`src/rtl/sc_reg_shifter_pkg.sv`:
```
// Shared encodings for the row register/shifter: command modes and FSM states.
package sc_reg_shifter_pkg;

  typedef enum logic [2:0] {
    MODE_HOLD = 3'b000,
    MODE_LOAD = 3'b001,
    MODE_SHL  = 3'b010,
    MODE_SHR  = 3'b011,
    MODE_ROL  = 3'b100,
    MODE_ROR  = 3'b101,
    MODE_CLR  = 3'b110
  } mode_e;

  typedef enum logic [1:0] {
    ST_IDLE  = 2'b00,
    ST_SHIFT = 2'b01,
    ST_DONE  = 2'b10
  } state_e;

  // True for the four multi-step commands; 3'b111 is an alias of hold.
  function automatic logic isShiftMode(input logic [2:0] mode);
    return (mode == MODE_SHL) || (mode == MODE_SHR) ||
           (mode == MODE_ROL) || (mode == MODE_ROR);
  endfunction

endpackage

```
`src/rtl/sc_reg_shifter_step.sv`:
```
// Single shift/rotate step: computes the next register value and the bit pushed out.
module sc_reg_shifter_step
  import sc_reg_shifter_pkg::*;
#(
  parameter int WIDTH = 8
) (
  input  logic [WIDTH-1:0] curReg,
  input  logic [2:0]       mode,
  input  logic             serialIn,
  output logic [WIDTH-1:0] nextReg,
  output logic             expelledBit
);

  // Shifts take the external fill bit; rotates recycle the expelled bit.
  always_comb begin
    nextReg     = curReg;
    expelledBit = 1'b0;
    case (mode)
      MODE_SHL: begin
        nextReg     = {curReg[WIDTH-2:0], serialIn};
        expelledBit = curReg[WIDTH-1];
      end
      MODE_SHR: begin
        nextReg     = {serialIn, curReg[WIDTH-1:1]};
        expelledBit = curReg[0];
      end
      MODE_ROL: begin
        nextReg     = {curReg[WIDTH-2:0], curReg[WIDTH-1]};
        expelledBit = curReg[WIDTH-1];
      end
      MODE_ROR: begin
        nextReg     = {curReg[0], curReg[WIDTH-1:1]};
        expelledBit = curReg[0];
      end
      default: begin
        nextReg     = curReg;
        expelledBit = 1'b0;
      end
    endcase
  end

endmodule

```
`src/rtl/sc_reg_shifter.sv`:
```
// Row register with load/clear and multi-step shift/rotate under a start/busy/done handshake.
//
// state    | meaning
// ---------+-----------------------------------------------------------
// ST_IDLE  | ready; start accepted, single-cycle commands finish here
// ST_SHIFT | one step per edge, step counter counts down to 1
// ST_DONE  | done pulse for one cycle, busy still high, then back to idle
module sc_reg_shifter
  import sc_reg_shifter_pkg::*;
#(
  parameter int                              SC_REG_SHIFTER_WIDTH       = 8,
  parameter int                              SC_REG_SHIFTER_CNT_WIDTH   = 4,
  parameter logic [SC_REG_SHIFTER_WIDTH-1:0] SC_REG_SHIFTER_RESET_VALUE = '0
) (
  input  logic                                SC_REG_SHIFTER_CLOCK_50,
  input  logic                                SC_REG_SHIFTER_RESET_InHigh,
  input  logic [SC_REG_SHIFTER_WIDTH-1:0]     SC_REG_SHIFTER_data_InBUS,
  input  logic [2:0]                          SC_REG_SHIFTER_mode_InBUS,
  input  logic [SC_REG_SHIFTER_CNT_WIDTH-1:0] SC_REG_SHIFTER_steps_InBUS,
  input  logic                                SC_REG_SHIFTER_serial_In,
  input  logic                                SC_REG_SHIFTER_start_In,
  output logic [SC_REG_SHIFTER_WIDTH-1:0]     SC_REG_SHIFTER_data_OutBUS,
  output logic                                SC_REG_SHIFTER_serial_Out,
  output logic                                SC_REG_SHIFTER_busy_Out,
  output logic                                SC_REG_SHIFTER_done_Out
);

  localparam int W  = SC_REG_SHIFTER_WIDTH;
  localparam int CW = SC_REG_SHIFTER_CNT_WIDTH;

  state_e          stateQ;
  logic [2:0]      shiftModeQ;
  logic [CW-1:0]   stepCntQ;
  logic [W-1:0]    regQ;
  logic            serialQ;
  logic            busyQ;
  logic            doneQ;
  logic [W-1:0]    stepNext;
  logic            stepExpelled;

  sc_reg_shifter_step #(
    .WIDTH(W)
  ) stepUnit (
    .curReg     (regQ),
    .mode       (shiftModeQ),
    .serialIn   (SC_REG_SHIFTER_serial_In),
    .nextReg    (stepNext),
    .expelledBit(stepExpelled)
  );

  // Command FSM: register bank, step down-counter and registered handshake outputs.
  always_ff @(posedge SC_REG_SHIFTER_CLOCK_50) begin
    if (SC_REG_SHIFTER_RESET_InHigh) begin
      stateQ     <= ST_IDLE;
      shiftModeQ <= MODE_HOLD;
      stepCntQ   <= '0;
      regQ       <= SC_REG_SHIFTER_RESET_VALUE;
      serialQ    <= 1'b0;
      busyQ      <= 1'b0;
      doneQ      <= 1'b0;
    end else begin
      case (stateQ)
        ST_IDLE: begin
          busyQ <= 1'b0;
          doneQ <= 1'b0;
          if (SC_REG_SHIFTER_start_In) begin
            if (isShiftMode(SC_REG_SHIFTER_mode_InBUS) &&
                (SC_REG_SHIFTER_steps_InBUS != '0)) begin
              // First step happens on the following edge.
              shiftModeQ <= SC_REG_SHIFTER_mode_InBUS;
              stepCntQ   <= SC_REG_SHIFTER_steps_InBUS;
              stateQ     <= ST_SHIFT;
              busyQ      <= 1'b1;
            end else begin
              if (SC_REG_SHIFTER_mode_InBUS == MODE_LOAD) begin
                regQ <= SC_REG_SHIFTER_data_InBUS;
              end else if (SC_REG_SHIFTER_mode_InBUS == MODE_CLR) begin
                regQ <= '0;
              end
              stateQ <= ST_DONE;
              busyQ  <= 1'b1;
              doneQ  <= 1'b1;
            end
          end
        end
        ST_SHIFT: begin
          regQ     <= stepNext;
          serialQ  <= stepExpelled;
          stepCntQ <= stepCntQ - CW'(1);
          busyQ    <= 1'b1;
          if (stepCntQ == CW'(1)) begin
            stateQ <= ST_DONE;
            doneQ  <= 1'b1;
          end
        end
        ST_DONE: begin
          stateQ <= ST_IDLE;
          busyQ  <= 1'b0;
          doneQ  <= 1'b0;
        end
        default: begin
          stateQ <= ST_IDLE;
          busyQ  <= 1'b0;
          doneQ  <= 1'b0;
        end
      endcase
    end
  end

  assign SC_REG_SHIFTER_data_OutBUS = regQ;
  assign SC_REG_SHIFTER_serial_Out  = serialQ;
  assign SC_REG_SHIFTER_busy_Out    = busyQ;
  assign SC_REG_SHIFTER_done_Out    = doneQ;

endmodule

```
`config.mk`:
```
export PLATFORM = sky130hd
export DESIGN_NAME = sc_reg_shifter
export DESIGN_NICKNAME = d
export VERILOG_FILES = /design/src/rtl/sc_reg_shifter_pkg.sv /design/src/rtl/sc_reg_shifter_step.sv /design/src/rtl/sc_reg_shifter.sv
export SDC_FILE = /design/constraint.sdc
export NUM_CORES = 1
export LEC_CHECK = 0
export BUFFER_PORTS_ARGS = -buffer_cell sky130_fd_sc_hd__buf_2
export CAP_MARGIN = 30
export CORE_ASPECT_RATIO = 1.25
export CORE_MARGIN = 2
export CORE_UTILIZATION = 47
export DETAILED_ROUTE_END_ITERATION = 10
export PLACE_DENSITY = 0.81
export SLEW_MARGIN = 10
export SYNTH_ARGS = -nofsm -noshare
export SYNTH_HDL_FRONTEND = slang
export SYNTH_SLANG_ARGS = --single-unit
```
`constraint.sdc`:
```
create_clock -name SC_REG_SHIFTER_CLOCK_50 -period 1.45 [get_ports SC_REG_SHIFTER_CLOCK_50]
set_input_delay 0 -clock SC_REG_SHIFTER_CLOCK_50 [delete_from_list [all_inputs] [get_ports SC_REG_SHIFTER_CLOCK_50]]
set_output_delay 0 -clock SC_REG_SHIFTER_CLOCK_50 [all_outputs]
set_load 0.005 [all_outputs]
```
### Yosys cells after proc, flatten, opt, wreduce, memory -nomap -nowiden

Cells that the tools add are included.

| storage, ports and cells | value |
|---|---|
| logic and storage cells | 59 |
| flip-flop bits (word level) | 20 |
| input bits | 19 |
| output and inout bits | 11 |

| operators by class | value |
|---|---|
| eq/ne operators | 18 |
| reduce and logical (&&, ||, !) cells | 13 |
| mux-type cells | 20 |
| add/subtract/negate cells | 1 |

Operators by type and width:

| cell | count |
|---|---|
| 8-bit 2-to-1 mux | 4 |
| 8-bit case mux with 4 select lines | 1 |
| 8-bit case mux with 2 select lines | 1 |
| 3-bit == test, second input constant | 5 |
| 3-bit by 2-bit == test with 1-bit output, second input constant | 4 |
| 4-bit 2-to-1 mux | 2 |
| 2-bit inequality test, second input constant | 4 |
| 4-bit case mux with 2 select lines | 1 |
| 2-bit 2-to-1 mux | 3 |
| 1-bit case mux with 2 select lines | 3 |
| 3-bit AND reduction | 2 |
| 5-bit by 1-bit inequality test with 1-bit output, second input constant | 1 |
| 5-bit AND reduction | 1 |
| 4-bit by 1-bit == test with 1-bit output, second input constant | 1 |
| 1-bit 2-to-1 mux | 4 |
| 2-bit case mux with 2 select lines | 1 |
| 4-bit nonzero test | 1 |
| 2-bit OR reduction | 2 |
| 4-bit by 1-bit subtractor with 4-bit output, second input constant | 1 |
| 3-bit by 1-bit == test with 1-bit output, second input constant | 1 |
| 1-bit logical OR | 3 |
| 3-bit inequality test, second input constant | 1 |
| 2-bit by 1-bit == test with 1-bit output, second input constant | 1 |
| 2-bit logical NOT | 1 |
| other kinds (3) | 3 |

### Depth between registers and ports, before layout

Gate-level depths: netlist (run 1).

| logic depth | value |
|---|---|
| depth after elaboration | 8 |
| depth in mapped cells | 7 |
| depth with buffers taken out | 5 |

### Modules after synthesis

Synthesis (run 1) repeated with hierarchy kept, for this count alone.

| unflattened totals | value |
|---|---|
| cells, all modules | 140 |
| area total of the unflattened synthesis | 1,186.1 um^2 |

By module, submodules not included:

| module | instances | area an instance (um^2) | sequential area each (um^2) | cells an instance |
|---|---|---|---|---|
| sc_reg_shifter | 1 | 933.4 | 400.4 | 101 |
| sc_reg_shifter_step | 1 | 252.7 | 0.0 | 39 |

### Least setup slack after synthesis (run 1)

Ideal clock, no wire load.

| path | value |
|---|---|
| path type | flip-flop to flip-flop |
| start | register shiftModeQ[2] |
| end | register regQ[7] (netlist: SC_REG_SHIFTER_data_OutBUS[7]) |
| buffers on the path | 3 |
| slack | -89 ps |
| period minus slack after synthesis | 1,539 ps |
| data arrival time | 1,448 ps |
| stages on the path, launching flop included | 8 |
| data required time | 1,359 ps |
| library setup time | 91 ps |
| path through | dfxtp_1 buf_2 xor2_1 and2_1 buf_1 or2_1 buf_6 a311oi_1 |

| between the ends | value |
|---|---|
| cells in the longest elaborated chain, start to end | 3 |
| elaborated cells on any way between the ends | 8 |
| those cells by class | eq/ne: 5; mux: 2; reduce/logical: 1 |

Ends and longest elaborated chain:

| item | line | text |
|---|---|---|
| start, declared | sc_reg_shifter.sv:32 | `logic [2:0] shiftModeQ;` |
| start signal, assigned | sc_reg_shifter.sv:70 | `shiftModeQ <= SC_REG_SHIFTER_mode_InBUS;` |
| 3-bit == test / 3-bit by 2-bit == test with 1-bit output (equally long branches) | sc_reg_shifter_step.sv:18 | `case (mode)` |
| 8-bit case mux with 4 select lines / 5-bit by 1-bit inequality test with 1-bit output (equally long branches) | - |  |
| 8-bit case mux with 2 select lines / 5-bit AND reduction (equally long branches) | - |  |
| end signal, assigned | sc_reg_shifter.sv:76 | `regQ <= SC_REG_SHIFTER_data_InBUS;` |
| end signal, assigned | sc_reg_shifter.sv:87 | `regQ <= stepNext;` |
| end, declared | sc_reg_shifter.sv:34 | `logic [W-1:0] regQ;` |

Several ways; a longest one is shown, not always the timed one.
A chain may end at the register's enable or synchronous reset.

### Final worst setup path (run 1)

| path | value |
|---|---|
| start | register stateQ[0] |
| end | register stepCntQ[3] |

| between the ends | value |
|---|---|
| cells in the longest elaborated chain, start to end | 3 |
| elaborated cells on any way between the ends | 7 |
| those cells by class | eq/ne: 3; mux: 1; reduce/logical: 3 |

Ends and longest elaborated chain:

| item | line | text |
|---|---|---|
| start, declared | sc_reg_shifter.sv:31 | `state_e stateQ;` |
| start signal, assigned | sc_reg_shifter.sv:54 | `stateQ <= ST_IDLE;` |
| start signal, assigned | sc_reg_shifter.sv:72 | `stateQ <= ST_SHIFT;` |
| start signal, assigned | sc_reg_shifter.sv:80 | `stateQ <= ST_DONE;` |
| 2-bit by 1-bit == test with 1-bit output / 2-bit logical NOT (equally long branches) | sc_reg_shifter.sv:62 | `case (stateQ)` |
| 2-bit nonzero test (no line) / 2-bit inequality test (equally long branches) | - |  |
| 3-bit AND reduction (no line) | - |  |
| end signal, assigned | sc_reg_shifter.sv:71 | `stepCntQ <= SC_REG_SHIFTER_steps_InBUS;` |
| end signal, assigned | sc_reg_shifter.sv:89 | `stepCntQ <= stepCntQ - CW'(1);` |
| end, declared | sc_reg_shifter.sv:33 | `logic [CW-1:0] stepCntQ;` |

Several ways; a longest one is shown, not always the timed one.

==> summary.txt, run 1 <==
Synth
  • Most common cell in the synthesized netlist: dfxtp_1
  • Seq cells post-synth: 20
  • Post-synthesis instance total: 152
  • Ranking of synthesized cells by area: dfxtp_1 (33%), a311oi_1 (5.8%), nand2_1 (5.0%)
  • Post-synth cell types: 40
  • Syn nets: 173
  • Post-synthesis area per instance: about 7.9 sq um
  • Post-synth top flop: dfxtp_1
  • Async SR Flop Fraction: 0%
  • Netlist Area Pre-Place: 1200 sq um
  • Synth top area share: 33.3%
  • Number of synthesized flops with an enable pin: 0
  • Commonest cells in the netlist: dfxtp_1 (20), nand2_1 (16), nor2_1 (15), o21ai_0 (11)
  • Seq/Total Area, Yosys: 33.3%
  • Warnings, synthesis: 0
  • Largest area contributor in the netlist: dfxtp_1

Place
  • Hpwl dp: 2350 um
  • Placed Cells: 219
  • Number of port buffers: 29
  • Placer's final routability congestion estimate: 0.791

Drt
  • Via density: about 5.7
  • DR pass1 iterations: 4
  • WL/cell: roughly 14 um
  • DR vias: 1,331
  • DRT Wirelength: 3400 um
  • ANT nets after route: 0
  • Remaining routing DRC violations: 0
  • Drt initial violations: 25

Worst setup path
  • WS Path Type: reg2reg
  • CP required: 1.67 ns
  • Critical Path AT: 1.62 ns
  • CP Max Fanout: 10
  • Critical path origin: stateQ[0]$_SDFFE_PP0P_
  • RR Startpoint: stateQ[0]$_SDFFE_PP0P_
  • Critical path startpoint category: register
  • Setup crit end kind: register

Clock network
  • CTS Root Cell: clkbuf_4
  • Insertion delay to the later sink of the worst-skew pair: 0.31 ns
  • CTS max path bufs: 2
  • Clock sink count: 20
  • Clock buffer count from CTS: 3
  • Clk pin slew, worst setup/hold paths: ~0.12 ns
  • TritonCTS clock tree: yes
  • H-tree depth: 1

Status
  • Outcome: finished clean

Power
  • Max IR drop VDD: around 0.00042 V
  • Power density cells: 856 nW/um^2
  • Leak pwr: 0.705 nW

Timing
  • Min Tclk post-route: 1.41 ns
  • Clk_skew: roughly 0.0042 ns
  • Slew Limit Fails: 0
  • Final setup violating endpoints: 0
  • Fin crit share: 97.2%
  • Worst-Margin Slew: ~0.38 ns
  • Fmax: 710 MHz
  • Max-slew headroom: 74.0%
  • Final Hold Fails: 0

Floorplanning
  • Die width: 49.2 um
  • Die H: 60.6 um
  • # rows: 20
  • Die area: about 3000 sq um
  • Area of the core: 2430 sq um
  • Initial Utilization: 49.5%
  • Ports: 30

Hold path
  • Worst hold start: SC_REG_SHIFTER_steps_InBUS[2]
  • Hold Path Class: in2reg

GRT
  • Vias in the first global route: 1,259
  • All-Layer GR Usage: roughly 24%
  • GR Overflow Total: 0
  • Largest net degree at the start of global routing: 18
  • Initial antenna violation count: 0
  • First-pass GRT wire length: 5540 um

Cells and area
  • Layout area overhead: 39.9%
  • Final Util: 69.3%
  • Nets: 224
  • # diodes: 0
  • Share of layout cells above drive strength 1: 33.7%
  • Non-Filler Instances: between 200 and 250

Job
  • Number of max-cap violations: 0
[critical path: stages, from the launching register on]
cell and delay (ns):
dfxtp_2 0.37, buf_4 0.16, nand2b_1 0.08, or4_1 0.43, a32o_1 0.27
[final timing paths]
check / end / slack [ns] / depth (start not counted)
hold / removal: stepCntQ[2]$_SDFFE_PP0P_ / 0.02 / 4
setup / recovery: stepCntQ[3]$_SDFFE_PP0P_ / 0.04 / 4
hold reg to reg: SC_REG_SHIFTER_serial_Out$_SDFFE_PP0N_ / 0.46 / 2
setup reg to reg: stepCntQ[3]$_SDFFE_PP0P_ / 0.04 / 4
[sequential cells by signal, summed over array words and instances (netlist names)]
signal and cells:
SC_REG_SHIFTER_data_OutBUS 8, stepCntQ 4, shiftModeQ 3, stateQ 2, SC_REG_SHIFTER_busy_Out 1, SC_REG_SHIFTER_done_Out 1
SC_REG_SHIFTER_serial_Out 1
[area by class of cell]
class | count | area [sq um]
tap | 33 | 41.3
clock buffer | 4 | 36.3
multi-input combinational | 114 | 762
sequential | 20 | 415
timing repair buffer | 59 | 408
fill | 223 | 746
inverter | 5 | 18.8
[routing by layer]
metal / wire [um] / vias up / global-route usage (%) / part of all wire (%)
met5: 0 / - / 0 / 0
met4: 77 / 0 / 14.3 / 2.3
met3: 124 / 12 / 3.45 / 3.7
met2: 1810 / 37 / 42.1 / 53
met1: 1380 / 627 / 28.6 / 41
li1: - / 655 / - / -
[layout by cell type (no fill, tap or decap), types with 2 or more instances in the layout]
master,Yosys,layout
buf_2,4,30
nor2b_1,3,2
inv_1,5,5
nor3_2,0,2
buf_6,1,4
a211oi_1,4,4
dfxtp_4,0,3
dfxtp_1,20,14
a32o_1,2,2
buf_4,0,15
nand2b_1,3,3
nand2_1,16,16
or4_1,2,2
dlygate4sd3_1,0,10
a21oi_1,6,6
o21ai_0,11,9
mux2i_1,2,2
ha_1,2,2
a311oi_1,8,8
nor2_1,15,15
a21boi_0,6,5
nor3_1,8,6
o21ai_1,0,2
clkbuf_4,0,3
and3_1,6,6
dfxtp_2,0,3
[cell families (layout without fill, tap and decap cells)]
| logic type | after synthesis | in the layout | synth area share, % |
|---|---|---|---|
| adder cells (fa/ha/maj) | 2 | 2 | 2.08 |
| AO/OA/AOI/OAI | 45 | 45 | 28.2 |
| XOR/XNOR | 2 | 2 | 1.46 |
| buffers and inverters | 18 | 68 | 6.66 |
| AND/OR/NAND/NOR | 63 | 63 | 26.6 |
| multiplexers | 2 | 2 | 1.66 |
| flip-flops | 20 | 20 | 33.3 |
[where the power goes]
| group | total [mW] | internal, mW | switching (mW) |
|---|---|---|---|
| Clock | 0.335 | 0.153 | 0.182 |
| Combinational | 0.449 | 0.229 | 0.220 |
| Sequential | 0.655 | 0.602 | 0.0536 |
[metrics by stage]
stage / setup TNS (ns) / area (sq um) / hold slack [ns] / power (mW) / setup slack (ns)
6_report: 0 / 1680 / 0.0207 / 1.44 / 0.0408
5_1_grt: -0.0182 / 1680 / 0.0475 / 1.52 / -0.0146
4_1_cts: -0.0163 / 1610 / 0.0198 / 1.41 / -0.0163
3_5_place_dp: -0.102 / 1470 / 0.270 / 1.05 / -0.0289
3_3_place_gp: 0 / 1470 / 0.266 / 1.03 / 0.0135
2_1_floorplan: -0.198 / 1230 / 0.0956 / 0.899 / -0.0268
[timing repair]
| item | CTS | global route |
|---|---|---|
| pin swaps | 0 | 5 |
| gates cloned | 0 | 1 |
| endpoints found under the setup margin | 10 | 12 |
| buffers inserted | 0 | 1 |
| hold endpoints to repair | 10 | 0 |
| resized for setup | 3 | 20 |
| hold buffers | 10 | 0 |
(Power assumes the default switching activity.)
==> run 2: changes to the inputs <==
--- a/config.mk
+++ b/config.mk
@@ -11,8 +11,8 @@
 export CORE_MARGIN = 2
 export CORE_UTILIZATION = 47
 export DETAILED_ROUTE_END_ITERATION = 10
-export PLACE_DENSITY = 0.81
-export SLEW_MARGIN = 10
+export PLACE_DENSITY = 0.86
+export SLEW_MARGIN = 20
 export SYNTH_ARGS = -nofsm -noshare
 export SYNTH_HDL_FRONTEND = slang
 export SYNTH_SLANG_ARGS = --single-unit
==> summary.txt, run 2 (synthesis results as in run 1) <==
Status
  • Outcome: finished clean

Cells and area
  • Most frequent cells in the layout: buf_2 (29), buf_4 (17), dfxtp_1 (16), nand2_1 (16), nor2_1 (15)
  • Reg area: between 400 and 500 sq um
  • Post-route cell area: ~1600 sq um
  • Non-Filler Instances: 230
  • Nets: 220
  • Layout area overhead: 32.4%
  • # diodes: 0
  • Max reg flops: 8
  • Final Util: 65.6%
  • Area of the multi-input gates: 738 sq um
  • Share of layout cells above drive strength 1: 30.5%
  • Fill cells: 200
  • Most common cell after layout, fill and taps aside: buf_2

Timing
  • Worst-Margin Slew: 0.392 ns
  • Final setup violating endpoints: 0
  • Post-layout worst setup margin: 0.0207 ns
  • RSZ-0062 raised after global routing: false
  • Fin crit share: 98.6%
  • Final Hold Fails: 0
  • Fmax: around 700 MHz
  • Clk_skew: 0.00201 ns
  • Max-slew headroom: about three quarters
  • Final hold slack: between 0.01 and 0.015 ns
  • Setup TNS: 0 ns
  • Min Tclk post-route: ~1.4 ns
  • Slew Limit Fails: 0

Hold path
  • Worst hold path cell count: 3
  • Hold Path Class: in2reg

Job
  • Number of max-cap violations: 0

Floorplanning
  • Die H: between 60 and 70 um
  • # rows: 20
  • Ports: 30
  • Initial Utilization: between 40 and 50%
  • Area of the core: 2430 sq um
  • Die width: 49.2 um
  • Die area: 2980 sq um

Drt
  • Via density: 5.75
  • Drt initial violations: 36
  • WL/cell: 13.5 um
  • ANT nets after route: 0
  • DR pass1 iterations: 4
  • DRT Wirelength: between 3000 and 4000 um
  • DR vias: 1,323
  • Remaining routing DRC violations: 0

Place
  • Hpwl dp: approximately 2300 um
  • Area after DPL: 1460 sq um
  • Placed Cells: 218
  • Setup WS pre-CTS: -0.0476 ns
  • Number of port buffers: 29
  • Placer's final routability congestion estimate: 0.882

Worst setup path
  • CP Max Fanout: 8
  • Setup crit end kind: register
  • Critical Path AT: about 1.6 ns
  • WS Path Type: reg2reg
  • Critical path startpoint category: register
  • R2R depth: 5
  • Flop-to-flop setup slack: a little over 0.02 ns
  • CP required: approximately 1.7 ns

Clock network
  • H-tree depth: 1
  • Insertion delay to the later sink of the worst-skew pair: 0.29 ns
  • CTS Root Cell: clkbuf_4
  • Clk pin slew, worst setup/hold paths: ~0.11 ns
  • TritonCTS clock tree: yes
  • Clock sink count: 20
  • Post-CTS setup buffers: 0
  • CTS max path bufs: 2
  • Clock buffer count from CTS: 3

GRT
  • All-Layer GR Usage: a little over a fifth
  • First-pass GRT wire length: between 5000 and 6000 um
  • Initial antenna violation count: 0
  • GR Overflow Total: 0
  • Largest net degree at the start of global routing: 18
  • Vias in the first global route: 1,213

Power
  • Power density cells: 834 nW/um^2
  • Tot Pwr: 1.33 mW
  • Max IR drop VDD: roughly 0.00053 V
  • Leak pwr: ~0.67 nW
-- run 2: final timing paths --
check,startpoint,to
hold reg to reg,SC_REG_SHIFTER_serial_Out$_SDFFE_PP0N_,SC_REG_SHIFTER_serial_Out$_SDFFE_PP0N_
setup reg to reg,stateQ[0]$_SDFFE_PP0P_,SC_REG_SHIFTER_data_OutBUS[3]$_SDFFE_PP0P_
setup / recovery,stateQ[0]$_SDFFE_PP0P_,SC_REG_SHIFTER_data_OutBUS[3]$_SDFFE_PP0P_
hold / removal,SC_REG_SHIFTER_mode_InBUS[1],shiftModeQ[2]$_SDFFE_PP0P_
-- run 2: per-layer routing --
metal,wire length [um],vias up,track usage [%]
met1,1270,627,23.9
met4,36,0,9.39
met3,170,4,2.96
li1,-,652,-
met2,1630,40,42.3
met5,0,-,0
-- run 2: critical path, stage by stage (launching register included) --
cell	delay [ns]
dfxtp_2	0.35
buf_4	0.13
a2111oi_4	0.33
buf_4	0.22
nor3_1	0.06
a311oi_1	0.24
-- run 2: power breakdown --
part	internal, mW	total, mW	switching, mW
Sequential	0.601	0.653	0.0516
Clock	0.0968	0.261	0.164
Combinational	0.209	0.414	0.205
Total	0.907	1.33	0.421
-- run 2: what timing repair did --
item                                    CTS  global route
endpoints found under the setup margin    2            11
hold buffers                              9             0
gates resized for setup                   1             8
endpoints found under the hold margin     9             0
pin swaps                                 1             5
-- run 2: cell type report --
class                           instances  area share [%]
Sequential cell                        20            25.6
Timing Repair Buffer                   55            22.8
Tap cell                               33            2.59
Multi-Input combinational cell        114            46.4
Clock buffer                            3            1.42
Inverter                                5            1.18
==> run 3: changes to the inputs <==
--- a/config.mk
+++ b/config.mk
@@ -9,9 +9,10 @@
 export CAP_MARGIN = 30
 export CORE_ASPECT_RATIO = 1.25
 export CORE_MARGIN = 2
-export CORE_UTILIZATION = 47
+export CORE_UTILIZATION = 37
 export DETAILED_ROUTE_END_ITERATION = 10
-export PLACE_DENSITY = 0.86
+export PLACE_DENSITY = 0.72
+export SKIP_CTS_REPAIR_TIMING = 1
 export SLEW_MARGIN = 20
 export SYNTH_ARGS = -nofsm -noshare
 export SYNTH_HDL_FRONTEND = slang
==> summary.txt, run 3 (synthesis results as in run 1) <==
Drt
  • DR vias: 1,225
  • DR pass1 iterations: 4
  • DRT Wirelength: around 3200 um
  • Remaining routing DRC violations: 0
  • WL/cell: ~14 um
  • Via density: 5.44
  • ANT nets after route: 0
  • Drt initial violations: 19

Worst setup path
  • CP required: 1.62 ns
  • Critical Path AT: 1.56 ns
  • Critical path buffers and inverters: 0
  • CP Max Fanout: 8
  • WS Path Type: reg2reg
  • Critical Path Max Stage Delay: 0.34 ns
  • Crit-path leading delay family: simple AND/OR/NAND/NOR gates
  • Critical path, cell by cell: xor2_2, and2_1, or2_1, a311oi_1
  • Setup crit end kind: register
  • Cell with the largest stage delay on the worst path: dfxtp_1
  • Critical path startpoint category: register

Clock network
  • Clk pin slew, worst setup/hold paths: 0.07 ns
  • H-tree depth: 1
  • Clock sink count: 20
  • CTS max path bufs: 2
  • Insertion delay to the later sink of the worst-skew pair: 0.26 ns
  • Clock buffer count from CTS: 3
  • CTS Root Cell: clkbuf_8
  • TritonCTS clock tree: yes

GRT
  • Vias in the first global route: roughly 1,200
  • Largest net degree at the start of global routing: 18
  • All-Layer GR Usage: between 10% and 20%
  • Initial antenna violation count: 0
  • First-pass GRT wire length: roughly 5400 um
  • GR Overflow Total: 0

Timing
  • Slew Limit Fails: 0
  • Min Tclk post-route: around 1.4 ns
  • RSZ-0062 raised after global routing: false
  • Setup TNS: 0 ns
  • Fin crit share: 96.1%
  • Post-layout worst setup margin: 0.0565 ns
  • Clk_skew: approximately 0.0034 ns
  • Fmax: 718 MHz
  • Max-slew headroom: 75.1%
  • Final setup violating endpoints: 0
  • Worst-Margin Slew: about 0.36 ns
  • Final Hold Fails: 0
  • Final hold slack: 0.00313 ns

Power
  • Max IR drop VDD: about 0.00047 V
  • Leak pwr: 0.637 nW
  • Tot Pwr: 1.41 mW
  • Power density cells: around 920 nW/um^2

Cells and area
  • Layout area overhead: 27.2%
  • Non-Filler Instances: 225
  • # diodes: 0
  • Max reg flops: 8
  • Fill cells: roughly 330
  • Most common cell after layout, fill and taps aside: buf_2
  • Share of layout cells above drive strength 1: between 30 and 40%
  • Post-route cell area: 1530 sq um
  • Nets: roughly 210
  • Final Util: between 40% and 50%
  • Most frequent cells in the layout: buf_2 (29), dfxtp_1 (17), nand2_1 (16), nor2_1 (15), buf_4 (15)

Job
  • Number of max-cap violations: 0

Status
  • Outcome: finished clean

Place
  • Placer's final routability congestion estimate: 0.816
  • Area after DPL: 1470 sq um
  • Setup WS pre-CTS: -0.0141 ns
  • Number of port buffers: 29
  • Hpwl dp: 2450 um
  • Placed Cells: approximately 220

Floorplanning
  • Die H: 67.7 um
  • # rows: 23
  • Area of the core: approximately 3200 sq um
  • Die width: 55.0 um
  • Initial Utilization: 38.0%
  • Ports: 30
  • Die area: 3720 sq um

Hold path
  • Hold Path Class: in2reg
[run 3: changes by cell type in the layout (fill, tap and decap cells not counted), sizes merged]
| cell | delta |
|---|---|
| dlygate4sd3 | -9 |
[run 3: power by group]
group          switching (mW)  total [mW]  internal [mW]
combinational           0.202       0.396          0.194
sequential             0.0524       0.654          0.602
clock                   0.176       0.361          0.185
total                   0.430        1.41          0.981
[run 3: metal layers]
layer  track usage (%)  part of all wire [%]
met5                 0                     0
met4              7.62                   1.7
met3              3.32                   4.2
met2              36.3                    52
met1              21.6                    42
[run 3: path summary, 6_finish.rpt]
kind                            depth (start not counted)                              startpoint  slack, ns                                          to
worst max-delay path                                    4              shiftModeQ[2]$_SDFFE_PP0P_       0.06  SC_REG_SHIFTER_data_OutBUS[3]$_SDFFE_PP0P_
worst min-delay path                                    3            SC_REG_SHIFTER_data_InBUS[7]      0.003  SC_REG_SHIFTER_data_OutBUS[7]$_SDFFE_PP0P_
worst max register to register                          4              shiftModeQ[2]$_SDFFE_PP0P_       0.06  SC_REG_SHIFTER_data_OutBUS[3]$_SDFFE_PP0P_
worst min register to register                          2  SC_REG_SHIFTER_serial_Out$_SDFFE_PP0N_       0.45      SC_REG_SHIFTER_serial_Out$_SDFFE_PP0N_
[run 3: area by class of cell]
cell class | instances | area, sq um | share of cell area (%)
sequential | 20 | 404 | 26.4
tap | 37 | 46.3 | 3.03
clock buffer | 3 | 41.3 | 2.70
multi-input combinational | 114 | 738 | 48.3
timing repair buffer | 46 | 280 | 18.3
inverter | 5 | 18.8 | 1.23
[run 3: worst register-to-register path: stages (launching register included)]
cell      delay, ns
dfxtp_1        0.34
xor2_2         0.20
and2_1         0.19
or2_1          0.33
a311oi_1       0.25
